`src/rtl/vc_pkg.sv`:
```
`default_nettype none
// +------------------------------------------------------------------+
// | vc_pkg: constants and width helper shared by the credit converters|
// | Revision: 1.0                                                      |
// +------------------------------------------------------------------+
package vc_pkg;

  localparam int DEFAULT_DATA_WIDTH = 8;
  localparam int DEFAULT_CREDIT_NUM = 2;

  // Bits needed to hold a count in the range 0..n inclusive.
  function automatic int credit_w(input int n);
    return $clog2(n + 1);
  endfunction

endpackage
`default_nettype wire

```
`src/rtl/credit_counter.sv`:
```
`default_nettype none
// +------------------------------------------------------------------+
// | credit_counter: saturating credit counter, 0..MAX, resets to MAX  |
// | Revision: 1.0                                                      |
// +------------------------------------------------------------------+
module credit_counter
  import vc_pkg::*;
#(
  parameter int MAX = DEFAULT_CREDIT_NUM
) (
  input  logic                     clk,
  input  logic                     rst,
  input  logic                     dec,
  input  logic                     inc,
  output logic [credit_w(MAX)-1:0] cnt,
  output logic                     zero,
  output logic                     full,
  output logic                     ovf
);

  localparam int CNT_W = credit_w(MAX);
  localparam logic [CNT_W-1:0] MAX_V = CNT_W'(MAX);

  assign zero = (cnt == '0);
  assign full = (cnt == MAX_V);
  // A returned credit with nowhere to go: the counter holds at MAX.
  assign ovf  = inc && !dec && full;

  always_ff @(posedge clk or posedge rst) begin
    if (rst) begin
      cnt <= MAX_V;
    end else if (inc && !dec && !full) begin
      cnt <= cnt + 1'b1;
    end else if (dec && !inc && !zero) begin
      cnt <= cnt - 1'b1;
    end
  end

endmodule
`default_nettype wire

```
`src/rtl/vr_vc_converter.sv`:
```
`default_nettype none
// +------------------------------------------------------------------+
// | vr_vc_converter: valid/ready to valid/credit stream transmitter.  |
// | Optional macro VR_VC_CREDIT_CHECK_EN: sticky err_o + assertions.  |
// | Revision: 1.0                                                      |
// +------------------------------------------------------------------+
module vr_vc_converter
  import vc_pkg::*;
#(
  parameter int DATA_WIDTH = DEFAULT_DATA_WIDTH,
  parameter int CREDIT_NUM = DEFAULT_CREDIT_NUM
) (
  input  logic                            clk,
  input  logic                            rst,
  input  logic [DATA_WIDTH-1:0]           s_data_i,
  input  logic                            s_valid_i,
  output logic                            s_ready_o,
  output logic [DATA_WIDTH-1:0]           m_data_o,
  output logic                            m_valid_o,
  input  logic                            m_credit_i,
  output logic [credit_w(CREDIT_NUM)-1:0] credit_cnt_o,
  output logic                            idle_o,
  output logic                            err_o
);

  logic accept;
  logic zero;
  logic full;
  logic ovf;

  credit_counter #(
    .MAX (CREDIT_NUM)
  ) u_credit_counter (
    .clk  (clk),
    .rst  (rst),
    .dec  (accept),
    .inc  (m_credit_i),
    .cnt  (credit_cnt_o),
    .zero (zero),
    .full (full),
    .ovf  (ovf)
  );

  // Ready depends on the counter register alone, never on valid or credit.
  assign s_ready_o = !zero;
  assign idle_o    = full;
  assign accept    = s_valid_i && s_ready_o;

  always_ff @(posedge clk or posedge rst) begin
    if (rst) begin
      m_valid_o <= 1'b0;
      m_data_o  <= '0;
    end else begin
      m_valid_o <= accept;
      if (accept) begin
        m_data_o <= s_data_i;
      end
    end
  end

`ifdef VR_VC_CREDIT_CHECK_EN
  always_ff @(posedge clk or posedge rst) begin
    if (rst) begin
      err_o <= 1'b0;
    end else if (ovf) begin
      err_o <= 1'b1;
    end
  end

  generate
    if (CREDIT_NUM < 1) begin : g_bad_credit_num
      $error("vr_vc_converter: CREDIT_NUM must be at least 1");
    end
  endgenerate

  a_no_overflow : assert property (@(posedge clk) disable iff (rst) !ovf)
    else $error("vr_vc_converter: credit overflow");

  a_data_stable : assert property (@(posedge clk) disable iff (rst)
                                   (s_valid_i && !s_ready_o) |=> $stable(s_data_i))
    else $error("vr_vc_converter: s_data_i changed while stalled");
`else
  logic unused_ovf;
  assign unused_ovf = ovf;
  assign err_o      = 1'b0;
`endif

endmodule
`default_nettype wire

```
`config.mk`:
```
export PLATFORM = sky130hd
export DESIGN_NAME = vr_vc_converter
export DESIGN_NICKNAME = d
export VERILOG_FILES = /design/src/rtl/vc_pkg.sv /design/src/rtl/credit_counter.sv /design/src/rtl/vr_vc_converter.sv
export SDC_FILE = /design/constraint.sdc
export NUM_CORES = 1
export LEC_CHECK = 0
export CORE_UTILIZATION = 31
export CTS_CLUSTER_DIAMETER = 100
export DETAILED_ROUTE_END_ITERATION = 8
export PLACE_DENSITY = 0.72
export SETUP_SLACK_MARGIN = 0.2
export SYNTH_ARGS = -nofsm -noshare
export SYNTH_HDL_FRONTEND = slang
export SYNTH_SLANG_ARGS = --single-unit
```
`constraint.sdc`:
```
create_clock -name clk -period 1.7 [get_ports clk]
set_input_delay 0.34 -clock clk [delete_from_list [all_inputs] [get_ports clk]]
set_output_delay 0.34 -clock clk [all_outputs]
set_load 0.05 [all_outputs]
```
==> metrics.yaml <==
synth:
  yosys_warnings: 0
  fraction_of_the_yosys_area_taken_by_sequential_cells_pct: 58.2
  synth_cell_types: 16
  synth_nets: 49
  avgSynthCellArea_um2: 12.9
  synth_area_um2: 475
  synth-seq-cells: 11
  syn_inst: 37
layout:
  flow.area_growth_from_synthesis_pct: 64.5
  finalNetCount: 79
  num_antenna_cells: 0
  final.fill_count: 132
  final_layout_size_suffix_gt1_share_pct: 51.5
timing:
  final-hold-violation-count: 0
  min_period_ns: 1.47
  max_clock_freq_mhz: 681
  finalSetupTns_ns: 0
  setup-violations-final: 0
  rsz0062_at_grt: "yes"
  clock_skew_ns: 0.00417
  holdWs_ns: 0.349
  slew_viol_final: 0
  finalCritPeriodShare_pct: 86.4
die:
  design.die.area_um2: 1690
  die_w_um: 41.2
  die_y_um: 41.2
  floorplan.initialDensity_pct: 34.8
  design.core.area_um2: 1370
  ioPinCount: 26
  placement_rows: 13
worst_setup_path:
  crit_path_start: "u_credit_counter.cnt[1]"
  timing.critical_path.from_type: "flip-flop"
  critical_path.endpoint_type: "primary output"
  worstPathRequired_ns: 1.36
  critPathKind: "flip-flop to primary output"
  worst_ep_arrival_time_ns: 1.13
  critPathMaxStageDelay_ns: 0.56
  timing.critical_path.slowest_stage_cell: "sky130_fd_sc_hd__dfstp_2"
  critical_path.reg2reg.startpoint: "u_credit_counter.cnt[0]"
  crit_fanout: 3
  worst_path_dominant_cell_family: "flip-flops"
  timing.critical_path.buf_inv: 2
  cp_cell_sequence: "inv_2 > nor2_4 > buf_12"
cts:
  hold_buffers: 0
  clkSinkCount: 11
  insertion_delay_ns: 0.27
  path_clk_slew_ns: 0.07
  tritoncts: "done"
  clk_path_buf_depth: 2
  clock-root-buffer: "sky130_fd_sc_hd__clkbuf_4"
  tritoncts.num_buffers: 3
  cts.htree.levels: 1
routing:
  post-route-drc-count: 0
  drt-vias-per-instance: 4.69
  routed-via-count: 380
  wire_per_inst_um: 11.2
  detail_route.first_pass.iterations: 4
  drt_wl_total_um: 910
  dr.first_iter.drc_count: 4
  antenna_left: 0
placement:
  globalplace.congestion: 0.699
  place.port_buffers: 24
  dp_hpwl_um: 661
global_route:
  global_route.usage.total_pct: 14.5
  grt_pass1_wl_mm: 1.46
  number_of_antenna_violations_at_the_first_check_in_global_routing: 0
  first_global_vias: 347
  overflow: 0
  largest_net_degree_at_the_start_of_global_routing: 12
run_status:
  outcome: "finished, final reports clean"
worst_hold_path:
  hold_class: "input port to asynchronous set/reset pin"
job:
  drv_cap: 0
[final cells by class]
class                   instances  area (um^2)  share of cell area [%]
flip-flops and latches         11          278                    35.5
repair buffers                 26          260                    33.3
multi-input cells              21          184                    23.5
clock buffers                   4         26.3                    3.36
well taps                      15         18.8                    2.40
inverters                       4         15.0                    1.92
[logic make-up (layout without fill, tap and decap cells)]
logic type	Yosys count	count (layout)	share of synthesized area, %
buffers and inverters	5	34	4.74
xor gates and xnor gates	1	1	1.84
muxes	8	8	18.9
and+or+nand+nor	7	7	10.8
other	1	1	0.789
DFF	11	11	58.2
AOI/OAI and AO/OA	4	4	4.74
[synthesized netlist by cell type (all sizes together)]
cell type | n | share of area (%)
buf | 1 | 1.6
nand2 | 1 | 2.4
mux2 | 8 | 19
inv | 4 | 3.2
xor2 | 1 | 1.8
dfrtp | 10 | 53
or2 | 2 | 3.2
nor3 | 1 | 1.1
a22oi | 1 | 1.6
a21oi | 3 | 3.2
nand2b | 1 | 1.3
dfstp | 1 | 5.5
nor2 | 1 | 0.79
and4 | 1 | 2.1
conb | 1 | 0.79
[what timing repair did]
action,CTS,global route
gates resized for setup,2,0
endpoints found under the setup margin,2,1
buffers inserted,2,0
pin swaps,1,1
[flip-flops by register name, summed over array words and instances, names as in the netlist]
signal and flops:
m_data_o 8, u_credit_counter.cnt 2, m_valid_o 1
[per-layer routing]
layer	wire length (um)	GRT usage, %
met2	443	21.9
met5	0	0
met1	362	14.9
met3	90	8.70
met4	14	9.68
[metrics by stage]
| stage | area [um^2] | instances | utilization (%) | setup WS [ns] |
|---|---|---|---|---|
| finish | 782 | 81 | 57.2 | 0.232 |
| detailed placement | 736 | 75 | 53.8 | 0.119 |
| global placement | 736 | 75 | 53.8 | 0.185 |
| floorplan | 479 | 37 | - | 0.111 |
| CTS | 782 | 81 | 57.2 | 0.200 |
| global route | 782 | 81 | 57.2 | 0.197 |
[cell usage in the layout (no fill, tap or decap), types with 3 or more instances in the layout]
master	count
sky130_fd_sc_hd__buf_4	12
sky130_fd_sc_hd__clkdlybuf4s50_1	11
sky130_fd_sc_hd__dfrtp_1	9
sky130_fd_sc_hd__mux2_2	8
sky130_fd_sc_hd__inv_1	3
sky130_fd_sc_hd__a21oi_1	3
sky130_fd_sc_hd__clkbuf_4	3
sky130_fd_sc_hd__buf_12	3
[final timing paths]
kind                                           end  slack, ns  depth (start not counted)
setup / recovery                            idle_o       0.23                          3
hold / removal                         m_data_o[1]       0.35                          2
setup reg to reg                       m_data_o[6]       0.42                          3
hold reg to reg                        m_data_o[6]       0.51                          1
max in group asynchronous  u_credit_counter.cnt[1]       1.03                          2
min in group clk                       m_data_o[6]       0.51                          1
Power is not shown: default switching activity piles up to over one toggle a cycle in this logic, so the estimate is an artifact.
